===== src/rtl/register_file_if.sv =====
// Register file bus: one write port and three combinational read ports.
// The datapath side (master) drives addresses/data; the register file (slave) returns read data.
interface register_file_if #(
  parameter int WORD_LENGTH = 8,
  parameter int REG_AMOUNT  = 8
);
  localparam int AW = (REG_AMOUNT > 1) ? $clog2(REG_AMOUNT) : 1;

  logic                   wrEn;
  logic [AW-1:0]          addrWrite;
  logic [WORD_LENGTH-1:0] dataIn;
  logic [AW-1:0]          addrRead1;
  logic [AW-1:0]          addrRead2;
  logic [AW-1:0]          addrRead3;
  logic [WORD_LENGTH-1:0] dataOut1;
  logic [WORD_LENGTH-1:0] dataOut2;
  logic [WORD_LENGTH-1:0] dataOut3;

  modport master (
    output wrEn, addrWrite, dataIn, addrRead1, addrRead2, addrRead3,
    input  dataOut1, dataOut2, dataOut3
  );

  modport slave (
    input  wrEn, addrWrite, dataIn, addrRead1, addrRead2, addrRead3,
    output dataOut1, dataOut2, dataOut3
  );
endinterface


===== src/rtl/register_file.sv =====
// General-purpose register bank: synchronous single write port, three asynchronous read ports.
// Out-of-range addresses (non-power-of-two REG_AMOUNT) match no register: writes drop, reads give 0.
module rf_read_port #(
  parameter int WORD_LENGTH = 8,
  parameter int REG_AMOUNT  = 8,
  parameter int AW          = 3
) (
  input  logic [REG_AMOUNT-1:0][WORD_LENGTH-1:0] regs,
  input  logic [AW-1:0]                          addr,
  output logic [WORD_LENGTH-1:0]                 data
);
  always_comb begin
    data = '0;
    for (int r = 0; r < REG_AMOUNT; r++)
      if (addr == AW'(r)) data = regs[r];
  end
endmodule

module register_file #(
  parameter int WORD_LENGTH = 8,
  parameter int REG_AMOUNT  = 8
) (
  input  logic           clk,
  input  logic           rst,
  register_file_if.slave bus
);
  localparam int AW     = (REG_AMOUNT > 1) ? $clog2(REG_AMOUNT) : 1;
  localparam int NUM_RD = 3;

  logic [REG_AMOUNT-1:0][WORD_LENGTH-1:0] regs;
  logic [NUM_RD-1:0][AW-1:0]              rd_addr;
  logic [NUM_RD-1:0][WORD_LENGTH-1:0]     rd_data;

  // Reset wins over a coincident write; decode by equality so stray addresses hit nothing.
  always_ff @(posedge clk) begin
    if (rst) begin
      regs <= '0;
    end else begin
      for (int r = 0; r < REG_AMOUNT; r++)
        if (bus.wrEn && bus.addrWrite == AW'(r)) regs[r] <= bus.dataIn;
    end
  end

  assign rd_addr = {bus.addrRead3, bus.addrRead2, bus.addrRead1};

  for (genvar p = 0; p < NUM_RD; p++) begin : g_rd
    rf_read_port #(
      .WORD_LENGTH(WORD_LENGTH),
      .REG_AMOUNT (REG_AMOUNT),
      .AW         (AW)
    ) u_rd (
      .regs(regs),
      .addr(rd_addr[p]),
      .data(rd_data[p])
    );
  end

  // No write-to-read bypass: reads see stored contents only.
  assign bus.dataOut1 = rd_data[0];
  assign bus.dataOut2 = rd_data[1];
  assign bus.dataOut3 = rd_data[2];
endmodule


===== src/flat_wrapper.sv =====
// flat-port wrapper written by rule: the top's interface ports become plain ports
module register_file_flat 
#(
  parameter int WORD_LENGTH = 8,
  parameter int REG_AMOUNT  = 8
)
  (clk, rst, bus_wrEn, bus_addrWrite, bus_dataIn, bus_addrRead1, bus_addrRead2, bus_addrRead3, bus_dataOut1, bus_dataOut2, bus_dataOut3);
  register_file_if #(.WORD_LENGTH(WORD_LENGTH), .REG_AMOUNT(REG_AMOUNT)) bus_i ();
  input  logic clk;
  input  logic rst;
  input wire logic [$bits(bus_i.wrEn)-1:0] bus_wrEn;
  input wire logic [$bits(bus_i.addrWrite)-1:0] bus_addrWrite;
  input wire logic [$bits(bus_i.dataIn)-1:0] bus_dataIn;
  input wire logic [$bits(bus_i.addrRead1)-1:0] bus_addrRead1;
  input wire logic [$bits(bus_i.addrRead2)-1:0] bus_addrRead2;
  input wire logic [$bits(bus_i.addrRead3)-1:0] bus_addrRead3;
  output wire logic [$bits(bus_i.dataOut1)-1:0] bus_dataOut1;
  output wire logic [$bits(bus_i.dataOut2)-1:0] bus_dataOut2;
  output wire logic [$bits(bus_i.dataOut3)-1:0] bus_dataOut3;
  assign bus_i.wrEn = bus_wrEn;
  assign bus_i.addrWrite = bus_addrWrite;
  assign bus_i.dataIn = bus_dataIn;
  assign bus_i.addrRead1 = bus_addrRead1;
  assign bus_i.addrRead2 = bus_addrRead2;
  assign bus_i.addrRead3 = bus_addrRead3;
  assign bus_dataOut1 = bus_i.dataOut1;
  assign bus_dataOut2 = bus_i.dataOut2;
  assign bus_dataOut3 = bus_i.dataOut3;
  register_file #(.WORD_LENGTH(WORD_LENGTH), .REG_AMOUNT(REG_AMOUNT)) u_core (.clk(clk), .rst(rst), .bus(bus_i));
endmodule

===== config.mk =====
export PLATFORM = sky130hd
export DESIGN_NAME = register_file_flat
export DESIGN_NICKNAME = d
export VERILOG_FILES = /design/src/rtl/register_file_if.sv /design/src/rtl/register_file.sv /design/src/flat_wrapper.sv
export SDC_FILE = /design/constraint.sdc
export NUM_CORES = 1
export LEC_CHECK = 0
export CORE_ASPECT_RATIO = 0.6
export CORE_MARGIN = 10
export CORE_UTILIZATION = 61
export DETAILED_ROUTE_END_ITERATION = 7
export PLACE_DENSITY = 0.86
export SLEW_MARGIN = 5
export SYNTH_ARGS = -nofsm -noshare
export SYNTH_HDL_FRONTEND = slang
export SYNTH_SLANG_ARGS = --single-unit

===== constraint.sdc =====
create_clock -name clk -period 2.9 [get_ports clk]
set_input_delay 0.29 -clock clk [delete_from_list [all_inputs] [get_ports clk]]
set_output_delay 0.29 -clock clk [all_outputs]
set_load 0.02 [all_outputs]

Word level (Yosys, flattened, before mapping)
Cells that the tools add are included.

Add/sub/neg operators: 0. Multiply operators: 0. Div/mod/pow operators: 0. $lt $le $gt $ge: 0. Equality and inequality tests: 28. Shift operators: 0. Mux-type cells: 24. Bitwise gates (word level): 0. Reduce and logical (&&, ||, !) cells: 12.

Operators by type and width (number): $mux W8 (24); $eq A3 B3 Y1 const B (16); $eq A3 B2 Y1 const B (8); $eq A3 B1 Y1 const B (4); $logic_not A3 Y1 (4); $logic_and A1 B1 Y1 (8).

Register bits: 64. Bits in latches: 0. RAM bits: 0. ROM bits: 0. Input bits: 23. Output and inout bits: 24. Word-level logic and storage cells: 72. Memories: 0.

Logic depth before layout (Yosys ltp)
Word-level depth: 9. Depth in mapped cells: 5. Depth with buffers taken out: 3.

Modules after synthesis
Synthesis repeated with hierarchy kept, for this count alone.

Cell total of the unflattened synthesis: 322. Area total of the unflattened synthesis: 4249.1 µm².

By module, submodules not included: register_file (instances 1, cells each 235, area an instance 2597.5 µm², sequential area each 1281.2 µm²); rf_read_port (instances 3, cells each 29, area an instance 550.5 µm², sequential area each 0.0 µm²).

Least setup slack after synthesis
No wires, ideal clock.

Kind: input -> output. Start: input bus_addrRead2[1]. End: output bus_dataOut2[6]. Data arrival time: 1.400 ns. Required time: 2.610 ns. Path slack: 1.210 ns. Cell stages on the path: 4. Path buffers: 1. Path through: buf_6 > mux2i_1 > or2_2 > a221oi_1.

Word-level cells in the longest chain between the ends: 9. Elaborated cells between the ends (all ways): 16. Classes of those cells: eq/ne: 7; mux: 8; reduce/logical: 1.

RTL lines: from (decl) (RTL line flat_wrapper.sv:15) `input wire logic [$bits(bus_i.addrRead2)-1:0] bus_addrRead2;`; $logic_not A3 Y1 (RTL line register_file.sv:15) `if (addr == AW'(r)) data = regs[r];`; $mux W8 (7 in series) (RTL line register_file.sv:15); $mux W8 (*) (RTL line register_file.sv:15); to (decl) (RTL line flat_wrapper.sv:18) `output wire logic [$bits(bus_i.dataOut2)-1:0] bus_dataOut2;`.

Mark *: on every way between the ends. The rest lies on a longest branch, timed or not.

Worst setup path after layout
Start: input bus_addrRead2[0]. End: output bus_dataOut2[6].

Same word-level chain as after synthesis.

==> reports/qor.csv <==
metric;value;unit
status;completed;
synth_xor_area_frac;0;
drv_slew;0;
arrival;2.51;ns
grt_pass1_wl;21670;um
setup_tns;0;ns
cts_setup_buffers;0;
max_slew_margin;0.2086;
power_density;470.9;nW/um2
crit_chain;clkdlybuf4s50_1 -> buf_4 -> or2_2 -> a221oi_1 -> clkdlybuf4s50_1;
setup_viol;0;
synth_cell_types;31;
total_leakage_power;1.679;nW
io_pins;47;
drt-initial-drc-count;645;
clk_latency;0.37;ns
critPathKind;input port to output pin;
row_count;22;
initial_utilization;0.6451;
syn2layout_area_growth;18.94;%
viasPerCell;6.676;
die_w;125.2;um
gr-usage-all-layers;0.2586;
synth-simple-area-share;0.2293;
cpMostUsedCell;clkdlybuf4s50_1;
final_cells;611;
rsz0062_at_grt;no;
r2r_setup_slack;2.15;ns
cts_buffers;9;
worst-path-buf-inv;3;
syn_area;4049;um2
synthMuxAreaShare;0.2061;
critPathLaunch;bus_addrRead2[0];
reg2reg_from;u_core.regs[30];
multi_input_area;2540;um2
cpMaxStageDelayCell;clkdlybuf4s50_1;
fmax;356.8;MHz
synth_top_family_by_area;simple AND/OR/NAND/NOR gates;
grt_pass1_vias;3899;
yosys_warnings;0;
antenna_found_initial;0;
detail_route.wirelength;14000;um
drtPass1Iterations;6;
ff2ff_path_depth;2;
ff_latch_area;1281;um2
cpPeakStageDelay;0.68;ns
place_inst;595;
synth_seq_area_share;0.3164;
clockBufferDepth;2;
largest_register_ff_count;64;
cts_tree;built;
place_hpwl;9458;um
fin_worst_skew;0;ns
end_kind;output pin;
path_clk_slew;0.07;ns
antenna_cells;0;
drive_above_1_share;0.1613;
largest_registers;u_core.regs: 64 flops;
synth_compound_area_frac;0.1916;
r2r-end;u_core.regs[30];
fillers;449;
syn_inst;494;
root_buffer;clkbuf_8;
grt_max_degree;65;
postRouteAntennaNets;0;
start_kind;input port;
syn_nets;517;
remaining_drc_errors;0;
numPortBuffers;46;
crit_family;buffers and inverters;
ys.flop_type;dfxtp_1;
core_area;6276;um2
worst_ep_required_time;2.61;ns
wl_per_cell;22.91;um
cp_max_fo;12;
die_y;83.11;um
syn_area_per_cell;8.196;um2
gp_congestion;0.9641;
hold_viol;0;
synth-seq-cells;64;
peakVddDrop;0.4704;mV
power;2.268;mW
h-tree-depth;3;
cts_sinks;64;
cap_violations;0;
dieArea;10400;um2
synth_adder_area_share;0;
hp-class;flop to flop;
nets;545;
crit_cells;5;
min_period;2.802;ns
worstSetupEndpoint;bus_dataOut2[6];
worst_pin_slew;1.187;ns
period_share;0.9664;
synth_edf_count;0;
grt_overflow;0;
largest-register;u_core.regs;
synth-async-reset-ratio;0;
dr_total_vias;4079;
## power breakdown
group | total [mW] | switching, mW | internal, mW | leakage [nW]
sequential | 0.919 | 0.0215 | 0.897 | 0.518
clock | 0.973 | 0.401 | 0.572 | 0.119
combinational | 0.377 | 0.216 | 0.160 | 1.04
## cell families (layout without fill, tap and decap cells)
family,after synthesis,after routing
compound gates,121,121
simple gates,186,186
mux,74,74
buf+inv,49,82
flops,64,64
## cell usage after synthesis, types with 15 or more instances
cell,instances,area (um2)
dfxtp_1,64,1281
nor2_1,26,97.59
mux2_2,32,360.4
clkbuf_1,25,93.84
nor2b_1,34,212.7
a22oi_1,15,112.6
a211oi_1,22,165.2
a31oi_1,15,93.84
a21oi_1,40,200.2
o21ai_0,15,75.07
nand2_1,98,367.9
mux2i_1,38,380.4
buf_2,15,75.07
## worst min-delay path by stage
stage	end	cells after the start	slack, ns	start
after floorplan	u_core.regs[50]	2	0.45	u_core.regs[50]
after global placement	u_core.regs[51]	2	0.46	u_core.regs[51]
after detailed placement	u_core.regs[51]	2	0.47	u_core.regs[51]
after CTS	u_core.regs[51]	2	0.48	u_core.regs[51]
after global routing	u_core.regs[50]	2	0.51	u_core.regs[50]
final	u_core.regs[51]	2	0.49	u_core.regs[51]
## cell type report
| cell class | instances | share of cell area |
|---|---|---|
| timing repair buffer | 66 | 0.1341 |
| clock buffer | 9 | 0.02572 |
| tap | 84 | 0.02182 |
| sequential | 64 | 0.2660 |
| clock inverter | 7 | 0.02494 |
| multi-input combinational | 381 | 0.5274 |
## metal layers
metal	global-route usage	wire length, um	vias to the layer above
met5	0	0	-
met4	0.1222	553	0
met3	0.08185	1881	55
met2	0.3596	5805	325
met1	0.3509	5760	1880
li1	-	-	1819
## worst register-to-register path, cell delays in order (launching register included)
cell and delay [ns]:
dfxtp_1 0.42, nand2_1 0.08, a21oi_1 0.17
## metrics by stage
step,setup slack (ns),instance area (um2),hold WS [ns],util
floorplan,1.210,4049,0.4485,-
global placement,0.1239,4568,0.4650,0.7279
CTS,0.02671,4812,0.4830,0.7667
global route,0.03046,4816,0.5072,0.7673
detailed placement,0.05274,4568,0.4723,0.7279
finish,0.09750,4816,0.4861,0.7673
## cells in the final DEF (no fill, tap or decap), drive strengths merged, types with 14 or more instances in the layout
cell type	instances
mux2	32
a22oi	15
buf	21
o21ai	15
a221oi	14
dfxtp	64
clkdlybuf4s50	44
mux2i	38
nand2	98
a211oi	22
a31oi	15
nor2b	34
nor2	26
a21oi	40
## what timing repair did
| item | 4_1_cts | 5_1_grt |
|---|---|---|
| endpoints found under the setup margin | 0 | 4 |
| hold buffers | 0 | 0 |
| resized for setup | 0 | 2 |
(Power assumes the default switching activity.)
